**config.mk**
```make
export PLATFORM = sky130hd
export DESIGN_NAME = instr_fetch_unit
export DESIGN_NICKNAME = d
export VERILOG_FILES = /design/src/rtl/instr_fetch_unit.sv
export SDC_FILE = /design/constraint.sdc
export NUM_CORES = 1
export LEC_CHECK = 0
export CAP_MARGIN = 15
export CELL_PAD_IN_SITES_DETAIL_PLACEMENT = 1
export CELL_PAD_IN_SITES_GLOBAL_PLACEMENT = 1
export CORE_MARGIN = 1.5
export CORE_UTILIZATION = 35
export CTS_CLUSTER_DIAMETER = 30
export CTS_CLUSTER_SIZE = 20
export DETAILED_ROUTE_END_ITERATION = 10
export PLACE_DENSITY = 0.84
export REMOVE_ABC_BUFFERS = 1
export SLEW_MARGIN = 25
export SYNTH_ARGS = -nofsm -noshare
export SYNTH_HDL_FRONTEND = slang
export SYNTH_SLANG_ARGS = --single-unit
```
**constraint.sdc**
```tcl
create_clock -name clk -period 3.1 [get_ports clk]
set_input_delay 0.31 -clock clk [delete_from_list [all_inputs] [get_ports clk]]
set_output_delay 0.31 -clock clk [all_outputs]
set_load 0.03 [all_outputs]
```
**src/rtl/instr_fetch_unit.sv**
```systemverilog
// instr_fetch_unit: accepts PCs, issues them to instruction memory, and pairs
// the in-order responses with their PCs in a DEPTH-entry circular queue that
// feeds the IF/ID boundary. A flush drops queued entries and records how many
// in-flight responses must still be swallowed.
module instr_fetch_unit #(
  parameter int ADDR_W  = 64,
  parameter int INSTR_W = 32,
  parameter int DEPTH   = 2
) (
  input  logic               clk,
  input  logic               reset,
  input  logic [ADDR_W-1:0]  pc_in,
  input  logic               pc_req_valid,
  output logic               pc_req_ready,
  output logic               imem_req_valid,
  output logic [ADDR_W-1:0]  imem_req_addr,
  input  logic               imem_req_ready,
  input  logic               imem_rsp_valid,
  input  logic [INSTR_W-1:0] imem_rsp_data,
  input  logic               flush,
  output logic               if_valid,
  output logic [ADDR_W-1:0]  if_pc,
  output logic [INSTR_W-1:0] if_instr,
  input  logic               if_ready
);

  localparam int PTR_W = (DEPTH > 1) ? $clog2(DEPTH) : 1;
  localparam int CNT_W = $clog2(DEPTH + 1);
  localparam logic [CNT_W:0] DEPTH_C = (CNT_W + 1)'(DEPTH);

  logic [ADDR_W-1:0]  r_pc    [DEPTH];
  logic [INSTR_W-1:0] r_instr [DEPTH];
  logic [DEPTH-1:0]   r_valid;
  logic [DEPTH-1:0]   r_filled;
  logic [PTR_W-1:0]   r_alloc_ptr;
  logic [PTR_W-1:0]   r_fill_ptr;
  logic [PTR_W-1:0]   r_head_ptr;
  logic [CNT_W-1:0]   r_count;
  logic [CNT_W-1:0]   r_discard;

  logic               w_room;
  logic               w_accept;
  logic               w_drop;
  logic               w_fill;
  logic               w_pop;
  logic [CNT_W-1:0]   w_unfilled;

  // Issue handshake and head presentation; all gated off while in reset or flushing.
  always_comb begin
    w_room         = (({1'b0, r_count} + {1'b0, r_discard}) < DEPTH_C);
    pc_req_ready   = ~reset & imem_req_ready & w_room & ~flush;
    imem_req_valid = ~reset & pc_req_valid & w_room & ~flush;
    imem_req_addr  = pc_in;
    w_accept       = pc_req_valid & pc_req_ready;
    w_drop         = imem_rsp_valid & (r_discard != '0);
    w_fill         = imem_rsp_valid & (r_discard == '0) &
                     r_valid[r_fill_ptr] & ~r_filled[r_fill_ptr];
    if_valid       = ~reset & r_filled[r_head_ptr] & ~flush;
    if_pc          = r_pc[r_head_ptr];
    if_instr       = r_instr[r_head_ptr];
    w_pop          = if_valid & if_ready;
  end

  // Count of allocated entries still waiting for their response (pre-response state).
  always_comb begin
    w_unfilled = '0;
    for (int unsigned i = 0; i < DEPTH; i++) begin
      if (r_valid[i] && !r_filled[i]) w_unfilled = w_unfilled + CNT_W'(1);
    end
  end

  // Queue state: allocation, in-order fill, pop, and flush bookkeeping.
  always_ff @(posedge clk) begin
    if (reset) begin
      for (int unsigned i = 0; i < DEPTH; i++) begin
        r_pc[i]    <= '0;
        r_instr[i] <= '0;
      end
      r_valid     <= '0;
      r_filled    <= '0;
      r_alloc_ptr <= '0;
      r_fill_ptr  <= '0;
      r_head_ptr  <= '0;
      r_count     <= '0;
      r_discard   <= '0;
    end else if (flush) begin
      // A response arriving with the flush is consumed first, so it is not
      // counted again among the responses still owed.
      r_valid     <= '0;
      r_filled    <= '0;
      r_alloc_ptr <= '0;
      r_fill_ptr  <= '0;
      r_head_ptr  <= '0;
      r_count     <= '0;
      r_discard   <= r_discard + w_unfilled - CNT_W'(w_drop | w_fill);
    end else begin
      if (w_accept) begin
        r_pc[r_alloc_ptr]     <= pc_in;
        r_valid[r_alloc_ptr]  <= 1'b1;
        r_filled[r_alloc_ptr] <= 1'b0;
        r_alloc_ptr           <= r_alloc_ptr + PTR_W'(1);
      end
      if (w_drop) begin
        r_discard <= r_discard - CNT_W'(1);
      end
      if (w_fill) begin
        r_instr[r_fill_ptr]  <= imem_rsp_data;
        r_filled[r_fill_ptr] <= 1'b1;
        r_fill_ptr           <= r_fill_ptr + PTR_W'(1);
      end
      if (w_pop) begin
        r_valid[r_head_ptr]  <= 1'b0;
        r_filled[r_head_ptr] <= 1'b0;
        r_head_ptr           <= r_head_ptr + PTR_W'(1);
      end
      r_count <= r_count + CNT_W'(w_accept) - CNT_W'(w_pop);
    end
  end

endmodule

```
### Yosys cells after proc, flatten, opt, wreduce, memory -nomap -nowiden

Memory sizes are Yosys's and may differ from the RTL's. A register that Yosys moved wholly into a read port is not among the register bits.
Index checks and enable logic that the tools add are counted.

* bits in read-only memories: 0
* memories kept: 2
* logic and storage cells: 111
* RAM bits: 192
* register bits after elaboration: 11
* bits in latches: 0
* bits of input ports: 103

* reduce and logical (&&, ||, !) cells: 13
* mux-type cells: 47
* multipliers: 0
* $lt $le $gt $ge: 7
* shifts and indexed selects: 0
* equality and inequality tests: 0
* bitwise operators: 25
* divide/modulo/power cells: 0
* $add $sub $neg: 10

Memory list
* r_pc: depth 2, bits a word 64, read ports 1, clocked after memory_dff 1, wr ports 2, RTL line 31 `logic [ADDR_W-1:0] r_pc [DEPTH];`
* r_instr: depth 2, bits a word 32, read ports 1, clocked after memory_dff 1, wr ports 2, RTL line 32 `logic [INSTR_W-1:0] r_instr [DEPTH];`

Operators by type and width (number)
* 64-bit 2-to-1 mux: 1
* 64-bit OR reduction: 1
* 32-bit 2-to-1 mux: 1
* 32-bit OR reduction: 1
* 1-bit 2-to-1 mux: 28
* 2-bit 2-to-1 mux: 14
* 1-bit bitwise AND: 14
* 2-bit bitwise AND: 3
* 1-bit by 2-bit less-than comparator with 1-bit output (second input constant): 3
* 1-bit logical AND: 5
* 2-bit inverter: 2
* 2-bit bitwise OR: 2
* 2-bit nonzero test: 2
* 2-bit by 1-bit subtractor with 2-bit output: 2
* 1-bit adder (second input constant): 3
* 2-bit by 2-bit adder with 3-bit output: 1
* 1-bit demux with 1-bit select: 3
* 1-bit greater-or-equal comparator (second input constant): 3
* 3-bit by 2-bit less-than comparator with 1-bit output (second input constant): 1
* 1-bit inverter: 3
* 2-bit by 1-bit adder with 2-bit output: 1
* 2-bit by 1-bit adder with 2-bit output (second input constant): 1
* 2-bit adder: 1
* 1-bit zero test: 2
* other kinds (4): 4

### Logic depth before layout (Yosys ltp)

* depth in word-level cells: 15
* gate-level depth with buffers: 10

### Worst setup path after synthesis

No wires, ideal clock.

* path type: register -> register
* start point: register r_discard[0]
* end point: memory r_pc[0][0], enable pin
* stages on the path, launching flop included: 7
* path slack: 0.050 ns
* arrival: 2.656 ns
* library setup time: 0.394 ns
* data required time: 2.706 ns
* buffers on the path: 1
* cells stage by stage: dfxtp_1 -> and2_1 -> fa_1 -> or4_4 -> nor3_4 -> buf_6 -> or2_2

RTL lines
* from (decl): RTL line 39 `logic [CNT_W-1:0] r_discard;`
* from (signal assigned): RTL line 95 `r_discard <= r_discard + w_unfilled - CNT_W'(w_drop | w_fill);`
* from (signal assigned): RTL line 104 `r_discard <= r_discard - CNT_W'(1);`
* to (decl): RTL line 31

==> results.sh <==
export IMPL_synth_edf_count=192
export IMPL_worst_path_max_fanout=21
export IMPL_layout_nets=1007
export IMPL_synth_seq_cells=204
export IMPL_pwr_share_clk=0.573
export IMPL_cp_num_buf_inv=1
export IMPL_r2r_start="r_discard[0]"
export IMPL_crit_path_top_delay_cell="or4_4"
export IMPL_vias_per_cell=4.791
export IMPL_crit_end="r_pc[0][12]"
export IMPL_synth_most_common_cell="edfxtp_1"
export IMPL_n_antenna_cell=0
export IMPL_wl_um=24160
export IMPL_port_buffers=265
export IMPL_skew_ns=0.01841
export IMPL_avgSynthCellArea_um2=14.22
export IMPL_io_pins=266
export IMPL_hpwlAfterDp_um=15640
export IMPL_setup_viol=0
export IMPL_seqPwrFrac=0.339
export IMPL_min_path_type="reg -> reg"
export IMPL_async_reset_ff_frac=0
export IMPL_netlist_area_um2=9488
export IMPL_yosysUniqueCellTypes=41
export IMPL_powerDensity_nw_per_um2=671.7
export IMPL_drv_slew=0
export IMPL_cts_tree="yes"
export IMPL_die_area_um2=28100
export IMPL_p_leak_nw=5.469
export IMPL_layout_drive_gt1_share=0.2196
export IMPL_synth_common_cells="edfxtp_1 (192), and2_1 (133), mux2_2 (96)"
export IMPL_syn_to_final_growth_pct=46.27
export IMPL_initial_core_util=0.3540
export IMPL_yosysWarnings=0
export IMPL_place_gp_congestion=0.7189
export IMPL_worst_slew_pin_slew_ns=0.6135
export IMPL_root_buffer="clkbuf_16"
export IMPL_cts_num_sinks=204
export IMPL_grt_pass1_wl_um=37290
export IMPL_synth_top_area_share=0.6077
export IMPL_clock_fmax_mhz=371.5
export IMPL_grt_max_degree=67
export IMPL_wire_per_inst_um=18.89
export IMPL_r2r_setup_slack_ns=0.41
export IMPL_crit_start="r_discard[0]"
export IMPL_die_x_um=167.6
export IMPL_ys_flop_type="edfxtp_1"
export IMPL_drc=0
export IMPL_rsz0062_at_grt="false"
export IMPL_vdd_ir_drop_worst_mv=0.4991
export IMPL_critPathTopFamily="simple AND/OR/NAND/NOR gates"
export IMPL_yosysSeqAreaShare=0.6330
export IMPL_critPathRequiredTime_ns=3.32
export IMPL_path_class="reg -> reg"
export IMPL_relSlewSlack=0.5910
export IMPL_synth_area_leaders="edfxtp_1 (61%), mux2_2 (11%), and2_1 (8.8%)"
export IMPL_cts_max_level=2
export IMPL_r2r_worst_path_cells=6
export IMPL_overflow=0
export IMPL_holdBufCountCts=0
export IMPL_pwr_share_comb=0.089
export IMPL_finalPower_mw=9.322
export IMPL_status="complete, no violations"
export IMPL_r2r_end="r_pc[0][12]"
export IMPL_vias=6128
export IMPL_crit_chain="and2_1 -> fa_1 -> or4_4 -> nor3_4 -> or2_4 -> buf_12"
export IMPL_synth_top_area_cell="edfxtp_1"
export IMPL_worstPathArrival_ns=2.91
export IMPL_holdWs_ns=0.4827
export IMPL_endpoint_kind="flop"
export IMPL_p_int_mw=7.274
export IMPL_min_period_over_period=0.8683
export IMPL_clk_pin_slew_ns=0.04
export IMPL_p_switching_mw=2.048
export IMPL_final_core_util=0.5178
export IMPL_antenna_found_initial=0
export IMPL_ant_nets=0
export IMPL_row_count=60
export IMPL_max_stage_delay_ns=0.58
export IMPL_drt_iter0_markers=314
export IMPL_insertion_delay_ns=0.53
export IMPL_coreArea_um2=26800
export IMPL_grtUsageTotal=0.1724
export IMPL_hold_viol_final=0
export IMPL_grt_pass1_vias=6622
export IMPL_cts_buffers=50
export IMPL_clk_path_buf_depth=3
export IMPL_maxCapViolCount=0
export IMPL_cp_start_kind="flop"
export IMPL_synthCells=667
export IMPL_die_y_um=167.6
export IMPL_p_sw_frac=0.2197
export IMPL_cp_depth=6
export IMPL_dr_pass1_iters=4
export IMPL_fillers=2630
export IMPL_period_needed_ns=2.692
==> state kept, by name, summed over array words and instances (netlist names), named ones only <==
| name | count |
|---|---|
| r_alloc_ptr | 1 |
| r_count | 2 |
| r_discard | 2 |
| r_fill_ptr | 1 |
| r_filled | 2 |
| r_head_ptr | 1 |
| r_instr | 64 |
| r_pc | 128 |
| r_valid | 2 |
==> power groups by stage <==
| stage | clock network (mW) | logic [mW] | registers (mW) |
|---|---|---|---|
| 5_1_grt | 5.58 | 0.869 | 3.17 |
| 3_5_place_dp | 0 | 0.826 | 3.20 |
| 6_report | 5.34 | 0.826 | 3.16 |
| 2_1_floorplan | 0 | 0.287 | 3.19 |
| 3_3_place_gp | 0 | 0.812 | 3.19 |
| 4_1_cts | 5.44 | 0.837 | 3.16 |
==> cell families after synthesis <==
logic type	after synthesis	synth area share
simple gates	225	0.1489
mux	97	0.1150
buf+inv	111	0.07438
xor+xnor	6	0.005539
fa+ha+maj	7	0.01002
flops	204	0.6330
compound gates	17	0.01319
==> area by class of cell <==
cell class / count / area (um^2) / area share
Multi-Input combinational cell: 352 / 2803 / 0.2019
Tap cell: 341 / 426.7 / 0.03074
Clock buffer: 60 / 1330 / 0.09584
Timing Repair Buffer: 282 / 2860 / 0.2061
Sequential cell: 204 / 6010 / 0.4330
Clock inverter: 33 / 422.9 / 0.03047
Inverter: 7 / 26.28 / 0.001893
==> worst min path at each step <==
stage / from / end / cells after the start
floorplan: reset / r_discard[0] / 1
global placement: r_valid[0] / r_valid[0] / 1
detailed placement: r_valid[1] / r_valid[1] / 1
CTS: imem_rsp_data[12] / r_instr[1][12] / 2
global route: imem_rsp_data[22] / r_instr[0][22] / 2
finish: r_valid[1] / r_valid[1] / 1
==> routing by layer <==
layer | global-route usage | vias up | part of all wire
met4 | 0.05523 | 0 | 0.023
met2 | 0.3149 | 255 | 0.52
met1 | 0.1903 | 3004 | 0.38
met3 | 0.05318 | 51 | 0.079
met5 | 0 | - | 0
li1 | - | 2818 | -
==> through the flow <==
step	setup slack [ns]	instances	TNS, ns	area, um^2
2_1_floorplan	-0.5849	563	-75.37	8808
3_3_place_gp	0.5116	1186	0	12110
3_5_place_dp	0.4502	1186	0	12110
4_1_cts	0.01839	1279	0	13870
5_1_grt	0.2710	1279	0	13880
6_report	0.4083	1279	0	13880
==> placed cells by master, fill, tap and decap left out, types with 5 or more instances in the layout <==
| cell | Yosys | layout |
|---|---|---|
| edfxtp_1 | 192 | 192 |
| inv_1 | 7 | 7 |
| bufinv_16 | 0 | 9 |
| buf_4 | 64 | 11 |
| and3_1 | 64 | 64 |
| xnor2_1 | 5 | 5 |
| clkinvlp_4 | 0 | 7 |
| nor2b_1 | 5 | 5 |
| clkbuf_1 | 26 | 7 |
| clkbuf_16 | 0 | 51 |
| ha_1 | 6 | 6 |
| and2_1 | 133 | 133 |
| buf_12 | 0 | 6 |
| clkinv_2 | 0 | 9 |
| clkdlybuf4s50_1 | 0 | 263 |
| mux2_2 | 96 | 96 |
| clkinv_1 | 0 | 6 |
| dfxtp_1 | 12 | 11 |
==> repair_timing <==
action / in CTS / in global routing
resized for setup: 1 / 2
hold endpoints to repair: 0 / 0
setup buffers: 0 / 0
endpoints found under the setup margin: 2 / 2
Power figures use the tool's default switching activity.
